$ cat src/rtl/ifid_stage_buf.sv
// ============================================================================
// Module   : ifid_stage_buf
// Purpose  : IF/ID stage buffer. A 2-entry skid buffer with valid/ready on
//            both sides, flush for branch redirect, and NOP bubble injection.
// Revision : 1.0 - initial release
// ============================================================================
`default_nettype none

module ifid_stage_buf #(
  parameter int                   INSTR_W   = 32,
  parameter int                   ADDR_W    = 14,
  parameter logic [INSTR_W-1:0]   NOP_INSTR = '0
) (
  input  logic               clk,
  input  logic               rst_n,
  input  logic               in_valid,
  output logic               in_ready,
  input  logic [INSTR_W-1:0] instr_i,
  input  logic [ADDR_W-1:0]  addr_i,
  output logic               out_valid,
  input  logic               out_ready,
  output logic [INSTR_W-1:0] instr_o,
  output logic [ADDR_W-1:0]  addr_o,
  input  logic               flush,
  output logic [1:0]         level
);

  logic               r_main_v;
  logic [INSTR_W-1:0] r_main_instr;
  logic [ADDR_W-1:0]  r_main_addr;
  logic               r_skid_v;
  logic [INSTR_W-1:0] r_skid_instr;
  logic [ADDR_W-1:0]  r_skid_addr;
  logic               r_in_ready;

  logic w_accept;
  logic w_issue;

  assign w_accept = in_valid && r_in_ready;
  assign w_issue  = r_main_v && out_ready;

  // Valid bits and the registered ready; flush overrides every handshake rule.
  always_ff @(posedge clk or negedge rst_n) begin
    if (!rst_n) begin
      r_main_v   <= 1'b0;
      r_skid_v   <= 1'b0;
      r_in_ready <= 1'b1;
    end else if (flush) begin
      r_main_v   <= 1'b0;
      r_skid_v   <= 1'b0;
      r_in_ready <= 1'b1;
    end else if (r_skid_v) begin
      if (w_issue) begin
        r_skid_v   <= 1'b0;
        r_in_ready <= 1'b1;
      end
    end else if (w_accept) begin
      if (!r_main_v || w_issue) begin
        r_main_v <= 1'b1;
      end else begin
        r_skid_v   <= 1'b1;
        r_in_ready <= 1'b0;
      end
    end else if (w_issue) begin
      r_main_v <= 1'b0;
    end
  end

  // Data registers move only on accept or skid-to-main; they keep their value across flush.
  always_ff @(posedge clk or negedge rst_n) begin
    if (!rst_n) begin
      r_main_instr <= NOP_INSTR;
      r_main_addr  <= '0;
      r_skid_instr <= NOP_INSTR;
      r_skid_addr  <= '0;
    end else if (!flush) begin
      if (r_skid_v) begin
        if (w_issue) begin
          r_main_instr <= r_skid_instr;
          r_main_addr  <= r_skid_addr;
        end
      end else if (w_accept) begin
        if (!r_main_v || w_issue) begin
          r_main_instr <= instr_i;
          r_main_addr  <= addr_i;
        end else begin
          r_skid_instr <= instr_i;
          r_skid_addr  <= addr_i;
        end
      end
    end
  end

  assign in_ready  = r_in_ready;
  assign out_valid = r_main_v;
  assign instr_o   = r_main_v ? r_main_instr : NOP_INSTR;
  assign addr_o    = r_main_addr;
  assign level     = {1'b0, r_main_v} + {1'b0, r_skid_v};

endmodule

`default_nettype wire
$ cat config.mk
export PLATFORM = sky130hd
export DESIGN_NAME = ifid_stage_buf
export DESIGN_NICKNAME = d
export VERILOG_FILES = /design/src/rtl/ifid_stage_buf.sv
export SDC_FILE = /design/constraint.sdc
export NUM_CORES = 1
export LEC_CHECK = 0
export ABC_CLOCK_PERIOD_IN_PS = 2400
export CAP_MARGIN = 0
export CORE_ASPECT_RATIO = 0.5
export CORE_MARGIN = 1.5
export CORE_UTILIZATION = 50
export DETAILED_ROUTE_END_ITERATION = 8
export GPL_ROUTABILITY_DRIVEN = 1
export GPL_TIMING_DRIVEN = 0
export PLACE_DENSITY_LB_ADDON = 0.15
export SYNTH_ARGS = -nofsm -noshare
export SYNTH_HDL_FRONTEND = slang
export SYNTH_SLANG_ARGS = --single-unit
export TNS_END_PERCENT = 1
$ cat constraint.sdc
create_clock -name clk -period 2.4 [get_ports clk]
set_input_delay 0.24 -clock clk [delete_from_list [all_inputs] [get_ports clk]]
set_output_delay 0.24 -clock clk [all_outputs]
set_load 0.005 [all_outputs]
After elaboration in Yosys (flattened, before gate mapping)
Index checks and enable logic that the tools add are counted.
Widths: inputs -> output; s select.
{"block": "word_totals", "register_bits": 95, "input_bits": 51, "output_inout_bits": 50, "elab_cells": 52}
{"block": "classes", "add_sub_neg": 1, "eq_ne": 5, "mux": 24, "bitwise_logic": 3, "reduce_logical": 12}
{"op": "$mux 32", "n": 5}
{"op": "$mux 14", "n": 4}
{"op": "$mux 1", "n": 15}
{"op": "$reduce_and 4->1", "n": 2}
{"op": "$ne 3x2->1 const B", "n": 2}
{"op": "$reduce_and 3->1", "n": 2}
{"op": "$reduce_bool 3->1", "n": 2}
{"op": "$reduce_bool 2->1", "n": 2}
{"op": "$ne 3x3->1 const B", "n": 1}
{"op": "$not 1->1", "n": 3}
{"op": "$add 1x1->2", "n": 1}
{"op": "$logic_and 1x1->1", "n": 2}
{"op": "$ne 2x1->1 const B", "n": 1}
{"op": "$ne 2x2->1 const B", "n": 1}
{"op": "$logic_not 1->1", "n": 1}
{"op": "$logic_or 1x1->1", "n": 1}

Depth between registers and ports, before layout
{"block": "logic_depth", "ltp_word": 6, "depth_mapped": 6, "ltp_nobuf": 3}

Least setup slack after synthesis
OpenSTA, ideal clock, no wires.
{"block": "synth_timing", "path_type": "register to register", "start": "register r_main_v, in the netlist out_valid", "end": "register r_main_addr[10], in the netlist addr_o[10]", "setup_ns": 0.125, "t_arrival_ns": 1.802, "required_ns": 2.275, "path_slack_ns": 0.473, "path_stages_with_launch": 6, "n_path_buf": 2, "period_less_slack_ns": 1.927, "cell_sequence": "dfrtp_1 -> buf_2 -> or2_1 -> a221oi_4 -> buf_6 -> mux2_2"}
{"block": "synth_between", "elab_chain_cells": 4, "elab_cells_between_ends": 6, "cone_classes": "1 x eq/ne; 5 x reduce/logical"}
{"element": "start, declared", "line_no": "28", "rtl": "logic r_main_v;"}
{"element": "start signal, assigned", "line_no": "45", "rtl": "r_main_v <= 1'b0;"}
{"element": "start signal, assigned", "line_no": "49", "rtl": "r_main_v <= 1'b0;"}
{"element": "start signal, assigned", "line_no": "59", "rtl": "r_main_v <= 1'b1;"}
{"element": "$logic_not 1->1 or $logic_and 1x1->1 (tied branches)", "line_no": "83, 40"}
{"element": "$logic_or 1x1->1", "line_no": "83", "rtl": "if (!r_main_v || w_issue) begin"}
{"element": "$reduce_bool 2->1 (no source line)"}
{"element": "$reduce_and 4->1 (no source line) *"}
{"element": "end signal, assigned", "line_no": "80", "rtl": "r_main_addr <= r_skid_addr;"}
{"element": "end signal, assigned", "line_no": "85", "rtl": "r_main_addr <= addr_i;"}
{"element": "end, declared", "line_no": "30", "rtl": "logic [ADDR_W-1:0] r_main_addr;"}
Every way passes the cells marked *; elsewhere a longest branch is shown, timed or not.
A chain may end at the register's enable or synchronous reset.

Final worst setup path
{"block": "layout_timing", "start": "register r_main_v, in the netlist out_valid", "end": "output port instr_o[18]"}
{"block": "layout_between", "elab_chain_cells": 1}
{"element": "$mux 32", "line_no": "96", "rtl": "assign instr_o = r_main_v ? r_main_instr : NOP_INSTR;"}
{"element": "end, declared", "line_no": "22", "rtl": "output logic [INSTR_W-1:0] instr_o,"}
Every way passes these cells.

==> run summary <==
STATUS
---------------------------------------------------------------------------------------
Status ................................................................... finished clean

STA
---------------------------------------------------------------------------------------
Number of setup violations in the final report ...........................            0
Worst Max-Slew Pin Slew ..................................................    0.6816 ns
Pins Over Slew Limit .....................................................            0
Setup repair after global routing missed its margin ......................           no
Number of endpoints with negative hold slack in the final report .........            0
Post-route worst setup slack .............................................    0.1834 ns
Skew final ...............................................................  0.004214 ns
Max Clk Rate .............................................................   0.4512 GHz
Clock period minus worst slack ...........................................     2.217 ns
Final critical-path share of the clock period ............................       92.36%
Worst slew margin ........................................................       54.56%
Final hold slack .........................................................    0.3330 ns

SYNTH
---------------------------------------------------------------------------------------
Count of unique library cells instantiated by Yosys ......................           20
Number of nets produced by synthesis .....................................          353
Dominant combinational cell family by area after synthesis ............... multiplexers
Post-Syn Instances .......................................................          301
Share of the synthesized area in compound gates (AO/OA/AOI/OAI) ..........       1.084%
Average instance area after synthesis ....................................  14.57 sq um
Sequential-to-total area share from yosys stat ...........................       54.25%
Flip-flop and latch count after synthesis ................................           95
Area share of and/or/nand/nor cells after synthesis ......................       5.936%
Synthesized area ......................................................... 0.004384 sq mm
Fraction of synthesized area in multiplexers .............................       35.45%
Share of the synthesized netlist area taken by xor and xnor gates ........           0%
Count of warnings emitted by yosys .......................................            0
Synth Area in Adders .....................................................      0.2854%

ROUTING
---------------------------------------------------------------------------------------
Residual DRC .............................................................            0
Final routed wire length divided by cell count ........................... 16.31 microns
Total via count after detailed routing ...................................         2729
Number of violations reported at the end of detailed-routing iteration 0 .           96
Length of the first detailed-routing pass in iterations ..................            4
Final routed wirelength across all metal layers .......................... 8660 microns
Vias per std cell ........................................................        5.139
Post-route antenna net violation count ...................................            0

FINAL LAYOUT
---------------------------------------------------------------------------------------
Most frequent cells in the layout ........................................ 136 x sky130_fd_sc_hd__mux2_2, 99 x sky130_fd_sc_hd__clkdlybuf4s50_1, 94 x sky130_fd_sc_hd__dfrtp_1
Leading cell type in the layout, fill and taps excluded .................. sky130_fd_sc_hd__mux2_2
Area Growth Syn to Fin ...................................................       33.13%
ANT cells ................................................................            0
Layout Nets ..............................................................          466
Share of layout cells above drive strength 1 .............................       39.38%

DIE
---------------------------------------------------------------------------------------
Top-level port count .....................................................          101
Width of the die ......................................................... 135.4 microns
Core area ................................................................ 0.008259 sq mm
Floorplan row count ......................................................           23
Floorplan die area ....................................................... 0.009373 sq mm
Vert. Die Dim ............................................................ 69.22 microns
Initial Util .............................................................       53.08%

SETUP PATH
---------------------------------------------------------------------------------------
Biggest cell delay along the critical path ...............................      0.50 ns
Crit Path Class .......................................................... register to output port
Element type at the critical path end ....................................  output port
Levels on crit path ......................................................            4
Dominant delay contributor by cell family on the critical path ........... buffers and inverters
Combined buffer and inverter count along the critical path ...............            3
WP data arrival ..........................................................      1.98 ns
Startpoint kind of the worst setup timing path ...........................     register
Worst-path maximum fanout ................................................           10
Worst reg2reg path depth .................................................            5
Critical Path Slowest Stage Cell ......................................... sky130_fd_sc_hd__clkdlybuf4s50_1
Ordered list of cells on the worst path .................................. buf_2 > clkbuf_1 > and2_1 > clkdlybuf4s50_1
Required time of the critical path .......................................      2.16 ns

GLOBAL ROUTING
---------------------------------------------------------------------------------------
GRT Util Overall .........................................................       19.70%
Pin count of the biggest net entering global routing .....................           74
Antenna violations before repair .........................................            0
Grt peak-use layer .......................................................         met2
Met3 Use GR ..............................................................       6.871%
Met1 global-route usage ..................................................       24.62%
GRT overflow .............................................................            0
First-pass GRT wire length ............................................... 14130 microns
GR Util met2 .............................................................       32.82%
Number of global-route vias before repair ................................         2906

POWER
---------------------------------------------------------------------------------------
Power per Cell Area ...................................................... 895.3 mW/mm^2
Largest vdd supply drop ..................................................    0.5104 mV
Leakage Power ............................................................     2.460 nW

FLOW RUN
---------------------------------------------------------------------------------------
Max capacitance violation total ..........................................            0

CLOCKING
---------------------------------------------------------------------------------------
Root buffer cell ......................................................... sky130_fd_sc_hd__clkbuf_16
Maximum root-to-sink buffer count ........................................            2
Clock network latency to the later pin of the worst-skew pair ............      0.34 ns
Worst-path clk slew ......................................................      0.06 ns
Inserted Clock Buffers ...................................................            9
H-tree lvl count .........................................................            3
CTS tree .................................................................        built
Clock sink total .........................................................           95

PLACE
---------------------------------------------------------------------------------------
Total of buffers placed on input and output ports ........................          100
Worst slack, placed ......................................................    0.1190 ns
Routability congestion estimate ..........................................       0.7191
Half-perimeter wire length after detailed placement ...................... 6305 microns

HOLD PATH
---------------------------------------------------------------------------------------
Worst hold path class .................................................... input pin to async pin

-- cell type report --
class | count | area, sq um
well taps | 112 | 140.1
clock inverters | 5 | 33.78
plain buffers | 19 | 127.6
fillers | 559 | 2422
flip-flops and latches | 95 | 2379
multi-input cells | 186 | 1874
inverters | 1 | 3.754
clock buffers | 11 | 242.7
repair buffers | 102 | 1036
-- what timing repair did --
action | in CTS | in global routing
setup endpoints to repair | 0 | 0
setup buffers | 0 | 0
gates resized for setup | 0 | 0
hold buffers | 1 | 0
endpoints found under the hold margin | 22 | 0
-- stage by stage --
step | cell area, sq um | total power, mW | TNS, ns | std cells | util, %
2_1_floorplan | 4384 | 3.251 | 0 | 301 | -
3_3_place_gp | 5525 | 3.851 | -210.59 | 513 | 66.90
3_5_place_dp | 5550 | 3.964 | 0 | 514 | 67.20
4_1_cts | 5837 | 5.285 | 0 | 531 | 70.67
5_1_grt | 5837 | 5.529 | 0 | 531 | 70.67
6_report | 5837 | 5.226 | 0 | 531 | 70.67
-- metal layers --
| layer | vias to the layer above | wire, microns |
|---|---|---|
| li1 | 1289 | - |
| met2 | 62 | 4168 |
| met3 | 10 | 491 |
| met4 | 0 | 74 |
| met1 | 1368 | 3925 |
| met5 | - | 0 |
-- flip-flops by register name, indices dropped and copies added, names as in the netlist --
| register | count |
|---|---|
| r_main_instr | 32 |
| r_skid_instr | 32 |
| addr_o | 14 |
| r_skid_addr | 14 |
| in_ready | 1 |
| out_valid | 1 |
| r_skid_v | 1 |
-- worst paths after layout --
check	start	to	slack, ns
min in group clk	r_main_instr[1]$_DFFE_PN0P_	r_main_instr[1]$_DFFE_PN0P_	0.49
worst min register to register	r_main_instr[1]$_DFFE_PN0P_	r_main_instr[1]$_DFFE_PN0P_	0.49
worst min-delay path	rst_n	addr_o[5]$_DFFE_PN0P_	0.33
worst max-delay path	out_valid$_DFFE_PN0P_	instr_o[18]	0.18
max in group asynchronous	rst_n	r_skid_instr[20]$_DFFE_PN0P_	1.41
worst max register to register	r_skid_v$_DFF_PN0_	r_main_instr[0]$_DFFE_PN0P_	0.22
-- kinds of logic after synthesis --
kind of cell,Yosys count
mux,138
flops,95
simple gates,43
buf+inv,20
compound gates,4
fa+ha+maj,1
-- synthesized netlist by cell type --
cell type	count	area [sq um]
sky130_fd_sc_hd__and2_1	32	200.2
sky130_fd_sc_hd__mux2_2	136	1531
sky130_fd_sc_hd__a21oi_1	1	5.000
sky130_fd_sc_hd__or2_1	1	6.260
sky130_fd_sc_hd__a221oi_4	1	26.28
sky130_fd_sc_hd__or4_1	1	7.510
sky130_fd_sc_hd__a2bb2oi_1	1	8.760
sky130_fd_sc_hd__buf_2	3	15.01
sky130_fd_sc_hd__clkbuf_1	9	33.78
sky130_fd_sc_hd__nor2_1	2	7.510
sky130_fd_sc_hd__dfrtp_1	94	2352
sky130_fd_sc_hd__mux2_1	2	22.52
sky130_fd_sc_hd__inv_1	1	3.750
sky130_fd_sc_hd__nand2b_1	2	12.51
sky130_fd_sc_hd__ha_1	1	12.51
sky130_fd_sc_hd__buf_6	7	78.83
sky130_fd_sc_hd__nand2_1	3	11.26
sky130_fd_sc_hd__nand3b_1	2	15.01
sky130_fd_sc_hd__a211oi_1	1	7.510
sky130_fd_sc_hd__dfstp_2	1	26.28
-- where the power goes --
part | internal (mW) | leakage (nW) | switching (mW) | total (mW)
logic | 0.975 | 1.17 | 0.432 | 1.41
clock network | 0.728 | 0.132 | 0.576 | 1.30
registers | 2.22 | 1.16 | 0.293 | 2.51
total | 3.93 | 2.46 | 1.30 | 5.23
Note: power is estimated with default switching activity, not from simulation.
